<file path="config.mk">
export PLATFORM = sky130hd
export DESIGN_NAME = eth_tx_arbiter
export DESIGN_NICKNAME = d
export VERILOG_FILES = /design/src/rtl/eth_tx_arbiter.sv
export SDC_FILE = /design/constraint.sdc
export NUM_CORES = 1
export LEC_CHECK = 0
export BUFFER_PORTS_ARGS = -buffer_cell sky130_fd_sc_hd__buf_4
export CAP_MARGIN = 10
export CORE_MARGIN = 3
export CORE_UTILIZATION = 40
export CTS_CLUSTER_DIAMETER = 40
export CTS_CLUSTER_SIZE = 10
export DETAILED_ROUTE_END_ITERATION = 6
export GPL_ROUTABILITY_DRIVEN = 0
export PLACE_DENSITY = 0.76
export SYNTH_ARGS = -nofsm -noshare
export SYNTH_HDL_FRONTEND = slang
export SYNTH_SLANG_ARGS = --single-unit
</file>
<file path="constraint.sdc">
create_clock -name clk -period 1.6 [get_ports clk]
set_input_delay 0.08 -clock clk [delete_from_list [all_inputs] [get_ports clk]]
set_output_delay 0.08 -clock clk [all_outputs]
set_load 0.005 [all_outputs]
</file>
<file path="src/rtl/eth_tx_arbiter.sv">
// Two-port Ethernet TX packet arbiter plus Avalon-ST mux; data path latency 1 cycle (registered dout_*).
// din_ready_x follows dout_ready combinationally; sources gate on their own grant.
module eth_tx_arbiter #(
    parameter int unsigned GAP_CYCLES    = 2,
    parameter logic [15:0] GRANT_TIMEOUT = 16'd4096
) (
    input  logic        clk,
    input  logic        rst_n,
    input  logic [1:0]  arbit_request_0,
    input  logic [1:0]  arbit_request_1,
    output logic        arbit_grant_0,
    output logic        arbit_grant_1,
    input  logic        arbit_eop_0,
    input  logic        arbit_eop_1,
    output logic        din_ready_0,
    output logic        din_ready_1,
    input  logic        din_sop_0,
    input  logic        din_eop_0,
    input  logic        din_valid_0,
    input  logic [63:0] din_data_0,
    input  logic [2:0]  din_empty_0,
    input  logic        din_error_0,
    input  logic        din_sop_1,
    input  logic        din_eop_1,
    input  logic        din_valid_1,
    input  logic [63:0] din_data_1,
    input  logic [2:0]  din_empty_1,
    input  logic        din_error_1,
    input  logic        dout_ready,
    output logic        dout_sop,
    output logic        dout_eop,
    output logic        dout_valid,
    output logic [63:0] dout_data,
    output logic [2:0]  dout_empty,
    output logic        dout_error,
    output logic        timeout_err,
    output logic        drop_err
);

    typedef enum logic [1:0] {ST_IDLE, ST_GRANT, ST_GAP} state_t;
    typedef enum logic [1:0] {OWN_NONE, OWN_0, OWN_1} owner_t;

    localparam logic [3:0] GAP_LAST = 4'(GAP_CYCLES - 1);

    state_t      r_state;
    state_t      w_state_nxt;
    owner_t      r_owner;
    logic [1:0]  r_req_0;
    logic [1:0]  r_req_1;
    logic        r_rr_ptr;
    logic        r_ever_gnt;
    logic [3:0]  r_gap_cnt;
    logic [15:0] r_to_cnt;
    logic        r_timeout_err;
    logic        r_drop_err;
    logic        r_dout_sop;
    logic        r_dout_eop;
    logic        r_dout_valid;
    logic [63:0] r_dout_data;
    logic [2:0]  r_dout_empty;
    logic        r_dout_error;

    logic [1:0]  w_lvl_0;
    logic [1:0]  w_lvl_1;
    logic        w_any_req;
    logic        w_winner;
    logic        w_own_eop;
    logic        w_timeout;
    logic        w_gap_done;

    // Level 2 is folded onto normal; urgent maps to the top level.
    function automatic logic [1:0] f_lvl(input logic [1:0] req);
        return (req == 2'd3) ? 2'd2 : ((req != 2'd0) ? 2'd1 : 2'd0);
    endfunction

    assign w_lvl_0    = f_lvl(r_req_0);
    assign w_lvl_1    = f_lvl(r_req_1);
    assign w_any_req  = (w_lvl_0 != 2'd0) || (w_lvl_1 != 2'd0);
    assign w_winner   = (w_lvl_0 > w_lvl_1) ? 1'b0 :
                        (w_lvl_1 > w_lvl_0) ? 1'b1 : ~r_rr_ptr;
    assign w_own_eop  = r_rr_ptr ? arbit_eop_1 : arbit_eop_0;
    assign w_timeout  = (r_to_cnt == GRANT_TIMEOUT - 16'd1);
    assign w_gap_done = (r_gap_cnt == GAP_LAST);

    always_ff @(posedge clk) begin
        if (!rst_n) r_state <= ST_IDLE;
        else        r_state <= w_state_nxt;
    end

    always_comb begin
        w_state_nxt = r_state;
        case (r_state)
            ST_IDLE:  if (w_any_req) w_state_nxt = ST_GRANT;
            ST_GRANT: if (w_own_eop || w_timeout) w_state_nxt = ST_GAP;
            ST_GAP:   if (w_gap_done) w_state_nxt = ST_IDLE;
            default:  w_state_nxt = ST_IDLE;
        endcase
    end

    always_comb begin
        arbit_grant_0 = (r_state == ST_GRANT) && !r_rr_ptr;
        arbit_grant_1 = (r_state == ST_GRANT) &&  r_rr_ptr;
    end

    // rr_ptr doubles as the granted port while in GRANT.
    always_ff @(posedge clk) begin
        if (!rst_n) begin
            r_req_0       <= 2'd0;
            r_req_1       <= 2'd0;
            r_rr_ptr      <= 1'b0;
            r_ever_gnt    <= 1'b0;
            r_to_cnt      <= 16'd0;
            r_gap_cnt     <= 4'd0;
            r_timeout_err <= 1'b0;
        end else begin
            r_req_0 <= arbit_request_0;
            r_req_1 <= arbit_request_1;
            if (r_state == ST_IDLE && w_any_req) begin
                r_rr_ptr   <= w_winner;
                r_ever_gnt <= 1'b1;
                r_to_cnt   <= 16'd0;
            end else if (r_state == ST_GRANT) begin
                r_to_cnt <= r_to_cnt + 16'd1;
            end
            if (r_state == ST_GRANT) r_gap_cnt <= 4'd0;
            else if (r_state == ST_GAP) r_gap_cnt <= r_gap_cnt + 4'd1;
            if (r_state == ST_GRANT && !w_own_eop && w_timeout) r_timeout_err <= 1'b1;
        end
    end

    assign din_ready_0 = dout_ready;
    assign din_ready_1 = dout_ready;

    logic        w_acc_0;
    logic        w_acc_1;
    logic        w_take_0;
    logic        w_take_1;
    logic        w_sel_vld;
    logic        w_sel_port;
    logic        w_sel_sop;
    logic        w_sel_eop;
    logic        w_sel_valid;
    logic [63:0] w_sel_data;
    logic [2:0]  w_sel_empty;
    logic        w_sel_error;
    logic        w_drop;

    // Ownership follows the packet, not the grant: data trails its grant by several cycles.
    assign w_acc_0    = din_valid_0 && dout_ready;
    assign w_acc_1    = din_valid_1 && dout_ready;
    assign w_take_0   = (r_owner == OWN_NONE) && w_acc_0 && din_sop_0 && r_ever_gnt && !r_rr_ptr;
    assign w_take_1   = (r_owner == OWN_NONE) && w_acc_1 && din_sop_1 && r_ever_gnt &&  r_rr_ptr;
    assign w_sel_vld  = (r_owner != OWN_NONE) || w_take_0 || w_take_1;
    assign w_sel_port = (r_owner == OWN_1) || w_take_1;
    assign w_drop     = (w_acc_0 && (r_owner != OWN_0) && !w_take_0) ||
                        (w_acc_1 && (r_owner != OWN_1) && !w_take_1);

    always_comb begin
        w_sel_sop   = din_sop_0;
        w_sel_eop   = din_eop_0;
        w_sel_valid = din_valid_0;
        w_sel_data  = din_data_0;
        w_sel_empty = din_empty_0;
        w_sel_error = din_error_0;
        if (w_sel_port) begin
            w_sel_sop   = din_sop_1;
            w_sel_eop   = din_eop_1;
            w_sel_valid = din_valid_1;
            w_sel_data  = din_data_1;
            w_sel_empty = din_empty_1;
            w_sel_error = din_error_1;
        end
    end

    always_ff @(posedge clk) begin
        if (!rst_n) begin
            r_owner      <= OWN_NONE;
            r_drop_err   <= 1'b0;
            r_dout_sop   <= 1'b0;
            r_dout_eop   <= 1'b0;
            r_dout_valid <= 1'b0;
            r_dout_data  <= 64'd0;
            r_dout_empty <= 3'd0;
            r_dout_error <= 1'b0;
        end else begin
            if (w_sel_vld && w_sel_valid && dout_ready && w_sel_eop) r_owner <= OWN_NONE;
            else if (w_take_0) r_owner <= OWN_0;
            else if (w_take_1) r_owner <= OWN_1;
            if (w_drop) r_drop_err <= 1'b1;
            if (w_sel_vld) begin
                r_dout_sop   <= w_sel_sop;
                r_dout_eop   <= w_sel_eop;
                r_dout_valid <= w_sel_valid && dout_ready;
                r_dout_data  <= w_sel_data;
                r_dout_empty <= w_sel_empty;
                r_dout_error <= w_sel_error;
            end else begin
                r_dout_sop   <= 1'b0;
                r_dout_eop   <= 1'b0;
                r_dout_valid <= 1'b0;
                r_dout_data  <= 64'd0;
                r_dout_empty <= 3'd0;
                r_dout_error <= 1'b0;
            end
        end
    end

    assign dout_sop    = r_dout_sop;
    assign dout_eop    = r_dout_eop;
    assign dout_valid  = r_dout_valid;
    assign dout_data   = r_dout_data;
    assign dout_empty  = r_dout_empty;
    assign dout_error  = r_dout_error;
    assign timeout_err = r_timeout_err;
    assign drop_err    = r_drop_err;

endmodule
</file>
Word level (Yosys, flattened, before mapping)
Index checks and enable logic that the tools add are counted.
W data, S select, Z words.

word-level totals
  output and inout bits = 77
  input bits = 151
  flip-flop bits (word level) = 103
  word-level logic and storage cells = 101

cells by class
  mux-type cells = 19
  magnitude comparators = 2
  eq/ne operators = 12
  reductions and logical operators = 47
  add/sub/neg operators = 2
  bitwise operators = 2

operator list
  operator                 number
  $mux W64                 1
  $logic_and A1 B1 Y1      23
  $add A16 B1 Y16 const B  1
  $eq A16 B12 Y1 const B   1
  $reduce_bool A2 Y1       6
  $mux W1                  11
  $mux W2                  5
  $eq A2 B2 Y1 const B     4
  $ne A2 B2 Y1 const B     4
  $logic_or A1 B1 Y1       6
  $pmux W2 S3              1
  $reduce_or A2 Y1         3
  $add A4 B1 Y4 const B    1
  $eq A4 B1 Y1 const B     1
  $gt A2 B2 Y1             2
  $logic_not A1 Y1         4
  $logic_not A2 Y1         2
  $mux W3                  1
  $reduce_and A3 Y1        1
  $reduce_or A3 Y1         1
  $eq A2 B1 Y1 const B     1
  $ne A2 B1 Y1 const B     1
  $not A1 Y1               2
  $reduce_and A2 Y1        1

Depth between registers and ports, before layout
Gate-level depths: netlist (run 1).

  word-level depth = 11
  mapped depth = 8
  gate-level depth less buffers = 8

Worst setup path after synthesis (run 1)
Ideal clock, no wire load.

  path type = reg2reg
  from = register r_to_cnt[0]
  to = register r_to_cnt[14]
  arrival time = 1606 ps
  clock period less this slack = 1676 ps
  cell stages (with the launch flop) = 6
  path slack = -76 ps
  library setup time = 70 ps
  data required time = 1530 ps
  cells stage by stage = dfxtp_1 -> ha_1 -> nand3b_1 -> or3_1 -> or3_1 -> a21oi_1

on the way
  word-level cells in the longest chain between the ends = 1

RTL lines
  what                      line  text
  start: declaration        53    logic [15:0] r_to_cnt;
  start signal: assignment  123   r_to_cnt <= r_to_cnt + 16'd1;
  $add A16 B1 Y16           123

No other way between the ends.
A chain may end at the register's enable or synchronous reset.

Worst setup path after layout (run 1)
  from = register r_ever_gnt
  to = register r_dout_data[10] (netlist: dout_data[10])

on the way
  word-level cells in the longest chain between the ends = 5

RTL lines
  what                                line  text
  start: declaration                  51    logic r_ever_gnt;
  start signal: assignment            111   r_ever_gnt <= 1'b0;
  start signal: assignment            120   r_ever_gnt <= 1'b1;
  $logic_and A1 B1 Y1 (2 in a row)    151   assign w_take_0 = (r_owner == OWN_NONE) && w_acc_0 && din_sop_0 && r_ever_gnt && !r_rr_ptr;
  $logic_or A1 B1 Y1 (2 in a row)     153   assign w_sel_vld = (r_owner != OWN_NONE) || w_take_0 || w_take_1;
  $reduce_and A2 Y1 (no source line)  n/a
  end signal: assignment              194   r_dout_data <= w_sel_data;
  end: declaration                    59    logic [63:0] r_dout_data;

Several ways; a longest one is shown, not always the timed one.

==> impl_metrics.env, run 1 <==
export IMPL_status="complete, but fails checks"
export IMPL_violations="negative setup slack"
export IMPL_syn_area_um2=4030
export IMPL_antenna_found_initial=2
export IMPL_slowest_delay_ns=0.45
export IMPL_clock_root_buffer="clkbuf_8"
export IMPL_overflow=0
export IMPL_drv_cap=0
export IMPL_syn_avg_cell_area_um2=8.17
export IMPL_async_reset_ff_share_pct=0
export IMPL_core_um2=9770
export IMPL_dp_hpwl_um=10300
export IMPL_yosys_area_top_type_share_pct=51.1
export IMPL_hp_class="in2reg"
export IMPL_die_w_um=106
export IMPL_critical_path_class="reg2reg"
export IMPL_wl_per_cell_um=23.4
export IMPL_synthDistinctLibCells=42
export IMPL_design_power_total_mw=5.88
export IMPL_core_rowCount=36
export IMPL_final_area_um2=8330
export IMPL_synthTopCellsByArea="dfxtp_1, nand2_1, a21oi_1, ha_1, clkbuf_1"
export IMPL_die_y_um=106
export IMPL_critPathRequiredTime_ns=1.90
export IMPL_vdd_drop_max_uv=424
export IMPL_ios=228
export IMPL_worst_pin_slew_ns=0.463
export IMPL_mostFrequentLayoutCells="buf_4, dlygate4sd3_1, nand2_1"
export IMPL_syn_num_nets=654
export IMPL_dieArea_um2=11300
export IMPL_num_vias=5887
export IMPL_grt_use_total_pct=34.5
export IMPL_timing_final_ws_setup_ns=-0.173
export IMPL_critical_path_cell_chain="nand4bb_4, buf_6, buf_12, o21ai_4, buf_12, buf_6, nand2_1, a21oi_1"
export IMPL_maxSlewHeadroom_pct=68.9
export IMPL_hold_violations=0
export IMPL_slowest_stage="dfxtp_1"
export IMPL_critPathLaunchType="flip-flop"
export IMPL_crit_path_end_kind="flip-flop"
export IMPL_yosysSeqAreaShare_pct=51.1
export IMPL_drive_gt1_share_pct=44.1
export IMPL_ys_seq_elements=103
export IMPL_drtIter0Drc=684
export IMPL_grt_max_degree=68
export IMPL_synthFlopType="dfxtp_1"
export IMPL_maxSlewViolCount=0
export IMPL_worstPathMaxFanout=7
export IMPL_setup_viol=73
export IMPL_min_period_ns=1.77
export IMPL_power_leakage_nw=3.71
export IMPL_cts_buffers=9
export IMPL_post_route_period_util_pct=111
export IMPL_synth_cells=494
export IMPL_start_util_pct=41.3
export IMPL_cp_arrival_ns=2.07
export IMPL_port_buffers=227
export IMPL_drt_wl_total_um=24100
export IMPL_final_common_cell="buf_4"
export IMPL_ant_nets=0
export IMPL_synth_top_area_cell="dfxtp_1"
export IMPL_dpl_cell_area_um2=6080
export IMPL_synth_edf_count=0
export IMPL_dpl_worst_slack_ns=-0.138
export IMPL_grt_pass1_wl_um=30200
export IMPL_vias_per_cell=5.72
export IMPL_rsz0062_at_grt="yes"
export IMPL_drt_first_pass_iters=5
export IMPL_timing_fmax_mhz=564
export IMPL_ys_warn_count=0
export IMPL_clk_latency_ns=0.38
export IMPL_finClkSkew_ns=0.0153
export IMPL_syn_to_final_growth_pct=107
export IMPL_clkSlewWorstSetupHoldPaths_ns=0.11
export IMPL_grt_pass1_vias=5878
export IMPL_clockBufferDepth=2
export IMPL_p_per_area_nw_per_um2=706
export IMPL_drc=0
export IMPL_cts_htree_levels=3
export IMPL_cts_tree="built"
export IMPL_clock_sinks=103
export IMPL_nNetsFinal=1049
==> path summary, 6_finish.rpt <==
| check | start | end | slack (ns) | depth (start not counted) |
|---|---|---|---|---|
| hold reg to reg | timeout_err$_SDFFE_PN0P_ | timeout_err$_SDFFE_PN0P_ | 0.49 | 1 |
| hold / removal | rst_n | timeout_err$_SDFFE_PN0P_ | 0.02 | 2 |
| setup / recovery | r_ever_gnt$_SDFFE_PN0P_ | dout_data[10]$_SDFF_PN0_ | -0.17 | 8 |
| setup reg to reg | r_ever_gnt$_SDFFE_PN0P_ | dout_data[10]$_SDFF_PN0_ | -0.17 | 8 |
==> stage by stage <==
stage | util, % | hold WS [ns] | setup TNS [ns] | instances
floorplan | - | 0.181 | 0 | 494
global placement | 62.2 | 0.292 | -3.43 | 851
detailed placement | 62.2 | 0.292 | -6.51 | 851
CTS | 79.8 | 0.0118 | 0 | 1017
global route | 85.2 | 0.0297 | -6.76 | 1028
finish | 85.3 | 0.0168 | -5.11 | 1030
==> worst max-delay path: cells and delay by family, from the launching register on <==
family | cells | cell delay [ns]
compound gates | 2 | 0.38
flops | 1 | 0.45
buf+inv | 4 | 0.63
simple gates | 2 | 0.23
==> synthesized netlist by cell type, types with 4 or more instances <==
cell type and n:
inv_1 14, o21a_1 4, buf_2 5, xnor2_1 8, ha_1 9, nand3_1 7, and2_1 6, dfxtp_1 103
mux2i_1 4, a21oi_1 83, nor2_1 21, o21ai_0 6, clkbuf_1 21, nand2_1 150, or3_1 6, nor4_1 4
nand4_1 4
==> registers in the layout, indices dropped and copies added, names as in the netlist, 2 cells and up <==
register and count:
dout_empty 3, r_gap_cnt 4, r_owner 2, r_to_cnt 16, r_state 2, dout_data 64
r_req_1 2, r_req_0 2
==> area by class of cell <==
cell class,count,area [µm²]
clock buffers,9,124
fillers,411,1440
multi-input cells,347,2180
clock inverters,7,77.6
flip-flops and latches,103,2080
diodes,3,7.51
inverters,14,52.6
well taps,133,166
repair buffers,414,3650
==> power by group <==
part / switching, mW / internal, mW
Sequential: 0.0630 / 2.65
Combinational: 0.627 / 0.787
Clock: 1.02 / 0.742
==> per-layer routing <==
layer	vias to the layer above	wire length [µm]	part of all wire, %	GRT usage (%)
li1	2424	-	-	-
met3	198	2620	11	8.86
met2	580	11400	47	59.2
met5	-	0	0	0
met1	2685	7910	33	36.8
met4	0	2180	9.0	24.0
==> cell families (layout without fill, tap and decap cells) <==
family	count (synthesis)	in the layout	share of synthesized area, %
XOR/XNOR	11	11	2.39
flip-flops	103	103	51.1
other	0	3	0
multiplexers	5	5	1.36
buffers and inverters	44	444	4.56
AO/OA/AOI/OAI	108	108	14.8
adder cells (fa/ha/maj)	9	9	2.79
AND/OR/NAND/NOR	214	214	23.0
==> repair_timing <==
action,CTS,global route
buffers inserted,8,5
cloned,0,5
hold endpoints to repair,73,0
gates resized for setup,5,104
endpoints found under the setup margin,63,80
hold buffers,142,0
pin swaps,2,49
No activity file was read; power rests on OpenSTA's default activity.
==> run 2: changes to the inputs <==
==> config.mk (replaced) <==
export PLATFORM = sky130hd
export DESIGN_NAME = eth_tx_arbiter
export DESIGN_NICKNAME = d
export VERILOG_FILES = /design/src/rtl/eth_tx_arbiter.sv
export SDC_FILE = /design/constraint.sdc
export NUM_CORES = 1
export LEC_CHECK = 0
export CAP_MARGIN = 10
export CELL_PAD_IN_SITES_DETAIL_PLACEMENT = 0
export CELL_PAD_IN_SITES_GLOBAL_PLACEMENT = 1
export CORE_MARGIN = 3
export CORE_UTILIZATION = 39
export CTS_CLUSTER_DIAMETER = 40
export CTS_CLUSTER_SIZE = 10
export DETAILED_ROUTE_END_ITERATION = 6
export DONT_BUFFER_PORTS = 1
export GPL_ROUTABILITY_DRIVEN = 0
export PLACE_DENSITY = 0.74
export SYNTH_ARGS = -nofsm -noshare
export SYNTH_HDL_FRONTEND = slang
export SYNTH_SLANG_ARGS = --single-unit
==> impl_metrics.env, run 2 <==
export IMPL_synthTopCellsByCount="nand2_1, dfxtp_1, a21oi_1, clkbuf_1, nor2_1"
export IMPL_synth_fa_ha_area_share_pct=2.79
export IMPL_toolErrorMsg="[ERROR RSZ-0060] Max buffer count reached."
export IMPL_status="stopped before the end"
export IMPL_stop_stage="clock tree synthesis (4_1_cts)"
export IMPL_synthFlopType="dfxtp_1"
export IMPL_synth_cells=494
export IMPL_core_rowCount=36
export IMPL_postCtsResizedCells=1
export IMPL_yosys_area_share_simple_pct=23.0
export IMPL_clock_root_buffer="clkbuf_8"
export IMPL_cts_buffers=9
export IMPL_die_y_um=108
export IMPL_synth_top_family_by_area="simple AND/OR/NAND/NOR gates"
export IMPL_yosys_area_top_type_share_pct=51.1
export IMPL_synth_edf_count=0
export IMPL_dpl_worst_slack_ns=0.0145
export IMPL_yosysSeqAreaShare_pct=51.1
export IMPL_synthTopCellsByArea="dfxtp_1, nand2_1, a21oi_1, ha_1, clkbuf_1"
export IMPL_synth_xor_area_share_pct=2.39
export IMPL_start_util_pct=40.7
export IMPL_synth_compound_area_share_pct=14.8
export IMPL_yosysMostFrequentCell="nand2_1"
export IMPL_dp_hpwl_um=7930
export IMPL_postCtsSetupBuffers=0
export IMPL_ys_seq_elements=103
export IMPL_die_w_um=108
export IMPL_ios=228
export IMPL_syn_avg_cell_area_um2=8.17
export IMPL_synth_top_area_cell="dfxtp_1"
export IMPL_synthDistinctLibCells=42
export IMPL_ys_warn_count=0
export IMPL_muxShareOfSynthArea_pct=1.36
export IMPL_syn_num_nets=654
export IMPL_holdBufCountCts=129
export IMPL_async_reset_ff_share_pct=0
export IMPL_cts_htree_levels=3
export IMPL_dpl_cell_area_um2=4370
export IMPL_clockBufferDepth=2
export IMPL_clock_sinks=103
export IMPL_port_buffers=0
export IMPL_syn_area_um2=4030
run 2: cell counts after synthesis:
Identical to the previous run, type by type.
run 2: stage by stage:
step	std cells	hold WS, ns
floorplan	494	0.181
global placement	624	0.160
detailed placement	624	0.160
run 2: logic make-up after synthesis:
| group | count (synthesis) |
|---|---|
| buffers and inverters | 44 |
| AO/OA/AOI/OAI | 108 |
| AND/OR/NAND/NOR | 214 |
| XOR/XNOR | 11 |
| multiplexers | 5 |
| flip-flops | 103 |
| adder cells (fa/ha/maj) | 9 |
==> run 3: changes to the inputs <==
==> config.mk (replaced) <==
export PLATFORM = sky130hd
export DESIGN_NAME = eth_tx_arbiter
export DESIGN_NICKNAME = d
export VERILOG_FILES = /design/src/rtl/eth_tx_arbiter.sv
export SDC_FILE = /design/constraint.sdc
export NUM_CORES = 1
export LEC_CHECK = 0
export CAP_MARGIN = 10
export CORE_MARGIN = 3
export CORE_UTILIZATION = 31
export DETAILED_ROUTE_END_ITERATION = 6
export DONT_BUFFER_PORTS = 1
export GPL_ROUTABILITY_DRIVEN = 0
export PLACE_DENSITY_LB_ADDON = 0.15
export SYNTH_ARGS = -nofsm -noshare
export SYNTH_HDL_FRONTEND = slang
export SYNTH_SLANG_ARGS = --single-unit
==> constraint.sdc (replaced) <==
create_clock -name clk -period 2.08 [get_ports clk]
set_input_delay 0.104 -clock clk [delete_from_list [all_inputs] [get_ports clk]]
set_output_delay 0.104 -clock clk [all_outputs]
set_load 0.005 [all_outputs]
==> impl_metrics.env, run 3 <==
export IMPL_synthTopCellsByArea="dfxtp_1, nand2_1, a21oi_1, ha_1, clkbuf_1"
export IMPL_synth_top_area_cell="dfxtp_1"
export IMPL_die_w_um=120
export IMPL_die_y_um=120
export IMPL_yosys_area_top_type_share_pct=51.1
export IMPL_core_rowCount=41
export IMPL_syn_avg_cell_area_um2=8.17
export IMPL_postCtsSetupBuffers=0
export IMPL_stop_stage="clock tree synthesis (4_1_cts)"
export IMPL_port_buffers=0
export IMPL_postCtsResizedCells=0
export IMPL_async_reset_ff_share_pct=0
export IMPL_ios=228
export IMPL_yosysMostFrequentCell="nand2_1"
export IMPL_syn_area_um2=4030
export IMPL_clock_sinks=103
export IMPL_dpl_cell_area_um2=4240
export IMPL_dp_cells=646
export IMPL_holdBufCountCts=133
export IMPL_cts_htree_levels=3
export IMPL_ys_warn_count=0
export IMPL_dp_hpwl_um=8070
export IMPL_cts_buffers=9
export IMPL_synthTopCellsByCount="nand2_1, dfxtp_1, a21oi_1, clkbuf_1, nor2_1"
export IMPL_status="stopped before the end"
export IMPL_clock_root_buffer="clkbuf_16"
export IMPL_syn_num_nets=654
export IMPL_synth_edf_count=0
export IMPL_clockBufferDepth=2
export IMPL_start_util_pct=31.8
export IMPL_synthDistinctLibCells=42
export IMPL_yosysSeqAreaShare_pct=51.1
export IMPL_ys_seq_elements=103
export IMPL_synthFlopType="dfxtp_1"
export IMPL_toolErrorMsg="[ERROR RSZ-0060] Max buffer count reached."
export IMPL_synth_cells=494
export IMPL_dpl_worst_slack_ns=0.299
[run 3: cell families after synthesis]
kind of cell,Yosys count,share of synthesized area (%)
DFF,103,51.1
adders and majority gates,9,2.79
buffers and inverters,44,4.56
xor gates and xnor gates,11,2.39
and+or+nand+nor,214,23.0
muxes,5,1.36
AOI/OAI and AO/OA,108,14.8
[run 3: per-stage QoR]
stage / utilization (%) / hold slack [ns]
2_1_floorplan: - / 0.205
3_3_place_gp: 33.4 / 0.211
3_5_place_dp: 33.4 / 0.210
